==> src/rtl/shift_pkg.sv <==
// Shared definitions for the sequential shift unit.
//   WIDTH / SHAMT_W : datapath and shift-amount widths
//   OP_*            : in_op encodings
//   state_t         : sequencer states
//   req_t           : request captured at accept time
package shift_pkg;
  localparam int WIDTH   = 32;
  localparam int SHAMT_W = 5;

  localparam logic [1:0] OP_SRL = 2'b00;
  localparam logic [1:0] OP_SLL = 2'b01;
  localparam logic [1:0] OP_SRA = 2'b10;
  localparam logic [1:0] OP_ROR = 2'b11;

  typedef enum logic [1:0] {
    IDLE  = 2'd0,
    PASS1 = 2'd1,
    PASS2 = 2'd2,
    DONE  = 2'd3
  } state_t;

  typedef struct packed {
    logic [WIDTH-1:0]   a;
    logic [SHAMT_W-1:0] shamt;
    logic [1:0]         op;
  } req_t;
endpackage

==> src/rtl/shift_core.sv <==
// Combinational zero-filling logical-right shifter built from SHAMT_W
// 2:1 mux ranks (shift by 1, 2, 4, 8, 16).
//   a      : operand
//   amt    : shift amount
//   result : a >> amt
module shift_core
  import shift_pkg::*;
(
  input  logic [WIDTH-1:0]   a,
  input  logic [SHAMT_W-1:0] amt,
  output logic [WIDTH-1:0]   result
);
  logic [SHAMT_W:0][WIDTH-1:0] stg;

  assign stg[0] = a;

  for (genvar k = 0; k < SHAMT_W; k++) begin : g_rank
    assign stg[k+1] = amt[k] ? (stg[k] >> (2**k)) : stg[k];
  end

  assign result = stg[SHAMT_W];
endmodule

==> src/rtl/shift_seq_unit.sv <==
// Sequential shift/rotate unit. A single right shifter is reused across
// one or two passes; left shifts and rotates are built by bit-reversing
// the operand/result around it, and SRA fills the sign bits with a second
// pass on an all-ones word.
//   clk, rst_n           : clock, async active-low reset
//   in_valid/in_ready    : request handshake; in_a, in_shamt, in_op payload
//   out_valid/out_ready  : result handshake; out_result, out_zero payload
//   ROR_EN               : 1 = op 11 rotates right, 0 = op 11 behaves as SRL
module shift_seq_unit
  import shift_pkg::*;
#(
  parameter bit ROR_EN = 1'b1
) (
  input  logic               clk,
  input  logic               rst_n,
  input  logic               in_valid,
  output logic               in_ready,
  input  logic [WIDTH-1:0]   in_a,
  input  logic [SHAMT_W-1:0] in_shamt,
  input  logic [1:0]         in_op,
  output logic               out_valid,
  input  logic               out_ready,
  output logic [WIDTH-1:0]   out_result,
  output logic               out_zero
);
  function automatic logic [WIDTH-1:0] bit_rev(input logic [WIDTH-1:0] v);
    logic [WIDTH-1:0] r;
    for (int i = 0; i < WIDTH; i++) r[i] = v[WIDTH-1-i];
    return r;
  endfunction

  state_t             state, state_nx;
  req_t               req;
  logic [WIDTH-1:0]   acc;
  logic [WIDTH-1:0]   core_in, core_out;
  logic [SHAMT_W-1:0] core_amt, neg_shamt;
  logic               take, is_sll, is_sra, is_ror;

  assign is_sll = (req.op == OP_SLL);
  assign is_sra = (req.op == OP_SRA);
  assign is_ror = ROR_EN && (req.op == OP_ROR);

  // (32 - shamt) mod 32; shamt=0 gives 0 so the second pass re-adds a itself
  assign neg_shamt = ~req.shamt + SHAMT_W'(1);

  assign in_ready = (state == IDLE) || (state == DONE && out_ready);
  assign take     = in_valid && in_ready;

  always_comb begin
    core_in  = is_sll ? bit_rev(req.a) : req.a;
    core_amt = req.shamt;
    if (state == PASS2) begin
      core_in = is_sra ? {WIDTH{1'b1}} : bit_rev(req.a);
      if (is_ror) core_amt = neg_shamt;
    end
  end

  shift_core u_core (
    .a      (core_in),
    .amt    (core_amt),
    .result (core_out)
  );

  always_comb begin
    state_nx = state;
    case (state)
      IDLE:    if (take) state_nx = PASS1;
      PASS1:   state_nx = (is_sra || is_ror) ? PASS2 : DONE;
      PASS2:   state_nx = DONE;
      DONE:    if (out_ready) state_nx = take ? PASS1 : IDLE;
      default: state_nx = IDLE;
    endcase
  end

  always_ff @(posedge clk or negedge rst_n) begin
    if (!rst_n) begin
      state <= IDLE;
      req   <= '0;
      acc   <= '0;
    end else begin
      state <= state_nx;
      if (take) req <= '{a: in_a, shamt: in_shamt, op: in_op};
      case (state)
        PASS1: acc <= is_sll ? bit_rev(core_out) : core_out;
        PASS2: begin
          // ~core_out is the mask of the top shamt bits to sign-fill
          if (is_sra) begin
            if (req.a[WIDTH-1]) acc <= acc | ~core_out;
          end else begin
            acc <= acc | bit_rev(core_out);
          end
        end
        default: ;
      endcase
    end
  end

  assign out_valid  = (state == DONE);
  assign out_result = acc;
  // gated so reset/idle shows 0 rather than flagging the cleared accumulator
  assign out_zero   = (state == DONE) && (acc == '0);
endmodule

==> config.mk <==
export PLATFORM = sky130hd
export DESIGN_NAME = shift_seq_unit
export DESIGN_NICKNAME = d
export VERILOG_FILES = /design/src/rtl/shift_pkg.sv /design/src/rtl/shift_core.sv /design/src/rtl/shift_seq_unit.sv
export SDC_FILE = /design/constraint.sdc
export NUM_CORES = 1
export LEC_CHECK = 0
export BUFFER_PORTS_ARGS = -buffer_cell sky130_fd_sc_hd__buf_2
export CAP_MARGIN = 20
export CORE_MARGIN = 10
export CORE_UTILIZATION = 38
export CTS_CLUSTER_DIAMETER = 80
export CTS_CLUSTER_SIZE = 16
export DETAILED_ROUTE_END_ITERATION = 7
export RECOVER_POWER = 25
export SLEW_MARGIN = 10
export SYNTH_ARGS = -nofsm -noshare
export SYNTH_HDL_FRONTEND = slang
export SYNTH_SLANG_ARGS = --single-unit
==> constraint.sdc <==
create_clock -name clk -period 6.1 [get_ports clk]
set_input_delay 0.915 -clock clk [delete_from_list [all_inputs] [get_ports clk]]
set_output_delay 0.915 -clock clk [all_outputs]
set_load 0.02 [all_outputs]
; ---- Word level (Yosys, flattened, before mapping)
; Cells that the tools add are included.
[totals]
reg_bits = 73
inputBits = 43
out_inout_bits = 35
wordCells = 48
[op_classes]
add_sub_neg = 1
eq_ne = 9
mux = 19
n_bitwise = 4
reduce_logical = 10
[op_table]
columns = cell, n
row1 = $mux 32, 11
row2 = $or 32x32->32, 2
row3 = $pmux 32 s2, 1
row4 = $logic_not 32->1, 1
row5 = $not 32->32, 1
row6 = $mux 5, 2
row7 = $eq 2x2->1 const B, 4
row8 = $pmux 2 s4, 1
row9 = $add 5x1->5 const B, 1
row10 = $not 5->5, 1
row11 = $eq 2x1->1 const B, 2
row12 = $mux 2, 2
row13 = $reduce_and 2->1, 2
row14 = $logic_and 1x1->1, 3
row15 = $ne 3x3->1 const B, 1
row16 = $logic_not 2->1, 1
row17 = $logic_or 1x1->1, 2
row18 = $mux 1, 2
row19 = $ne 2x1->1 const B, 1
row20 = $ne 2x2->1 const B, 1
row21 = $reduce_bool 2->1, 1

; ---- Depth between registers and ports, before layout
[depth]
word_depth = 14
depth_mapped = 14
depth_no_buf = 11

; ---- Cells and area by module
; From an unflattened synthesis, not the netlist that was laid out.
[hier_totals]
cells_unflattened = 663
hier_area_um2 = 6596.3
[by_module_without_submodules]
columns = mod, n_inst, cells_each, area_each_um2, seq_area_each_um2
row1 = shift_seq_unit, 1, 471, 4818.4, 1826.8
row2 = shift_core, 1, 192, 1778.0, 0.0

; ---- Worst setup path before layout
; No wires, ideal clock.
[synth_path]
path_kind = reg-to-reg
startpoint = register req[2] (netlist bit)
endpoint = register acc[25], in the netlist out_result[25]
setup_time_ns = 0.131
arrival_ns = 2.951
required_ns = 5.969
setup_slack_ns = 3.018
stages_incl_launch_ff = 11
path_buffers = 1
synth_period_minus_slack_ns = 3.082
path_cell_list = dfrtp_1 -> inv_1 -> clkbuf_1 -> ha_1 -> mux2i_4 -> mux4_2 -> mux2i_1 -> o221ai_1 -> nand4b_1 -> a221oi_1 -> or3_1
[synth_via]
elab_chain_cells = 14
elab_cells_between_ends = 16
classes_between = 1 x add/sub / 11 x mux / 4 x bitwise
[synth_lines]
columns = item, line_no
row1 = start: declaration, shift_seq_unit.sv:33  ; req_t req;
row2 = start signal: assignment, shift_seq_unit.sv:82  ; if (take) req <= '{a: in_a, shamt: in_shamt, op: in_op};
row3 = $not 5->5, shift_seq_unit.sv:44  ; assign neg_shamt = ~req.shamt + SHAMT_W'(1);
row4 = $add 5x1->5, shift_seq_unit.sv:44
row5 = $mux 5, shift_seq_unit.sv:54  ; if (is_ror) core_amt = neg_shamt;
row6 = $mux 5 (*), shift_seq_unit.sv:52  ; if (state == PASS2) begin
row7 = $mux 32 (4 in series), shift_core.sv:18  ; assign stg[k+1] = amt[k] ? (stg[k] >> (2**k)) : stg[k];
row8 = $mux 32 (*), shift_core.sv:18
row9 = $not 32->32, shift_seq_unit.sv:88  ; if (req.a[WIDTH-1]) acc <= acc | ~core_out;
row10 = $or 32x32->32, shift_seq_unit.sv:88
row11 = $mux 32, shift_seq_unit.sv:88
row12 = $mux 32, shift_seq_unit.sv:87  ; if (is_sra) begin
row13 = $pmux 32 s2 (*), shift_seq_unit.sv:83  ; case (state)
row14 = end signal: assignment, shift_seq_unit.sv:84  ; PASS1: acc <= is_sll ? bit_rev(core_out) : core_out;
row15 = end signal: assignment, shift_seq_unit.sv:88
row16 = end signal: assignment, shift_seq_unit.sv:90  ; acc <= acc | bit_rev(core_out);
row17 = end: declaration, shift_seq_unit.sv:34  ; logic [WIDTH-1:0] acc;
; Every way passes the cells marked *; elsewhere a longest branch is shown, timed or not. The select of a mux whose other input is x is not followed.
; A chain may end at the register's enable or synchronous reset.

==> flow_summary.json <==
{
  "status": "complete, but fails checks",
  "failed_checks": "capacitance limit, slew limit",
  "drtIter0Drc": 669,
  "synthDistinctLibCells": 72,
  "track_usage": 0.197,
  "gp_congestion": 1.00,
  "clk-insertion-delay-late_ns": 0.35,
  "period_share": 0.702,
  "num_antenna_cells": 0,
  "cts.sinks": 73,
  "path_clk_slew_ns": 0.06,
  "cp_max_fo": 73,
  "post_drt_wl_per_cell_um": 22.2,
  "fin_area_sq_mm": 0.00740,
  "cts-buffers-inserted": 9,
  "cts_buffer_depth": 2,
  "cp-end-kind": "asynchronous set/reset pin",
  "drive_above_1_share": 0.219,
  "grt_pass1_wl_mm": 37.8,
  "grt.overflow.total": 0,
  "period_needed_ns": 4.28,
  "r2r-end": "out_result[28]",
  "final_cell_mix": "85 x nand2_1, 76 x buf_2, 73 x dfrtp_1, 72 x o21ai_0, 62 x nor2_1",
  "grt_max_degree": 74,
  "synth_top_area_frac": 0.274,
  "timing.fmax_mhz": 234,
  "core_sq_mm": 0.0172,
  "dp_hpwl_mm": 17.8,
  "grt_pass1_vias": 6302,
  "hold_end": "out_result[5]",
  "async_flop_share": 1.00,
  "cp_cell_sequence": "clkbuf_1",
  "numPortBuffers": 77,
  "drt-vias-per-instance": 6.31,
  "die_x_um": 153,
  "cts_resized": 0,
  "r2r-start": "state[0]",
  "setup_tns_ns": 0,
  "ios": 78,
  "holdBufCountCts": 0,
  "finalHoldViolations": 0,
  "crit_slowest_cell": "clkbuf_1",
  "syn_nets": 850,
  "cts_root_buffer": "clkbuf_16",
  "post-cts-setup-buffer-count": 0,
  "worst-setup-path-type": "in2async",
  "grt_setup_unrepaired": "no",
  "ant_nets": 0,
  "holdPathStages": 1,
  "setup_violations": 0,
  "worst_pin_slew_ns": 4.03,
  "r2r_cells": 13,
  "start_kind": "input port",
  "synth_area_leaders": "dfrtp_1 27%, mux2_2 7.4%, o21ai_0 5.4%",
  "num_vias": 6761,
  "ys_ff_latch": 73,
  "synthCells": 801,
  "yosys_warnings": 0,
  "maxCapViolCount": 1,
  "nNetsFinal": 890,
  "htree_num_levels": 3,
  "rows": 48,
  "synth_area_leader_cell": "dfrtp_1",
  "grt_antenna_before_repair": 0,
  "layout_commonest_cell": "nand2_1",
  "skew_ns": 0.00714,
  "synth-edff-count": 0,
  "hp-class": "reg2reg",
  "ff2ff_setup_slack_ns": 1.86,
  "slew_viol_final": 74,
  "initial_core_util": 0.387,
  "dr.pass1.iters": 5,
  "netlist_area_sq_mm": 0.00668,
  "post-route-drc-count": 0,
  "cp.arrival_ns": 3.80,
  "placed_area_sq_mm": 0.00712,
  "cts_tree": "yes",
  "min_from": "out_result[5]",
  "syn_area_per_cell_sq_um": 8.34,
  "dieArea_sq_mm": 0.0233,
  "die_y_um": 153,
  "crit_required_ns": 5.62,
  "wl_mm": 23.8,
  "crit_buf_inv": 1,
  "crit_family": "buffers and inverters",
  "synth-seq-area-share": 0.274,
  "area_delta_synth_final_pct": 10.7,
  "slew-limit-headroom": -1.69,
  "ys.flop_type": "dfrtp_1",
  "critPathMaxStageDelay_ns": 2.75
}
area by class of cell:
| class | count | area [sq um] |
|---|---|---|
| clock buffer | 13 | 260 |
| tap | 225 | 282 |
| inverter | 23 | 86.3 |
| clock inverter | 3 | 15.0 |
| multi-input combinational | 644 | 4440 |
| timing repair buffer | 90 | 482 |
| fill | 1763 | 9840 |
| sequential | 73 | 1830 |
how the worst max path moves through the flow:
| stage | startpoint | endpoint | slack (ns) | cells after the start |
|---|---|---|---|---|
| floorplan | req[2] | out_result[25] | 3.02 | 10 |
| global placement | state[0] | out_result[28] | 2.04 | 11 |
| detailed placement | state[0] | out_result[19] | 1.94 | 13 |
| CTS | state[0] | out_result[28] | 1.92 | 13 |
| global route | rst_n | req[5] | 1.02 | 1 |
| finish | rst_n | out_result[27] | 1.82 | 1 |
layer usage:
metal | wire, um | GRT usage | share of wire | up-vias
li1 | - | - | - | 3115
met1 | 11000 | 0.276 | 0.46 | 3335
met2 | 10700 | 0.298 | 0.45 | 280
met3 | 1610 | 0.0387 | 0.068 | 31
met4 | 536 | 0.0563 | 0.023 | 0
met5 | 0 | 0 | 0 | -
through the flow:
stage	setup WS (ns)	std cells	hold WS [ns]	util
final	1.82	1071	0.539	0.429
after CTS	1.92	1071	0.534	0.429
after floorplan	3.02	801	0.510	-
after detailed placement	1.94	1055	0.522	0.413
after global placement	2.04	1055	0.526	0.413
after global routing	1.02	1071	0.568	0.429
synth_stat cells, drive strengths merged, types with 4 or more instances:
cell / n
nor2b: 29
inv: 23
a221oi: 11
nand4: 14
nor4: 14
and3: 21
o22ai: 16
and2: 5
nor3: 8
o221a: 4
a222oi: 4
o211ai: 16
o21a: 15
a31oi: 14
nand2: 85
a221o: 9
nor2: 64
buf: 33
a21oi: 46
nand3: 30
a21o: 5
a211oi: 8
mux2: 45
mux2i: 16
o221ai: 8
a311oi: 4
a211o: 4
o21ai: 78
a2bb2oi: 4
dfrtp: 73
clkbuf: 28
ha: 6
mux4: 16
a22oi: 6
a32oi: 4
kinds of logic (layout without fill, tap and decap cells):
family	count (synthesis)	in the layout	synth area share
flip-flops	73	73	0.274
AND/OR/NAND/NOR	283	283	0.209
adder cells (fa/ha/maj)	6	6	0.0112
buffers and inverters	84	129	0.0626
AO/OA/AOI/OAI	272	272	0.275
XOR/XNOR	6	6	0.0129
multiplexers	77	77	0.156
state kept, by name, indices dropped and copies added (netlist names):
signal / count
req: 39
state: 2
out_result: 32
Power is left out: the tool's default activity adds up to more than one toggle a clock period on the data nets, which glitch-free logic cannot reach.
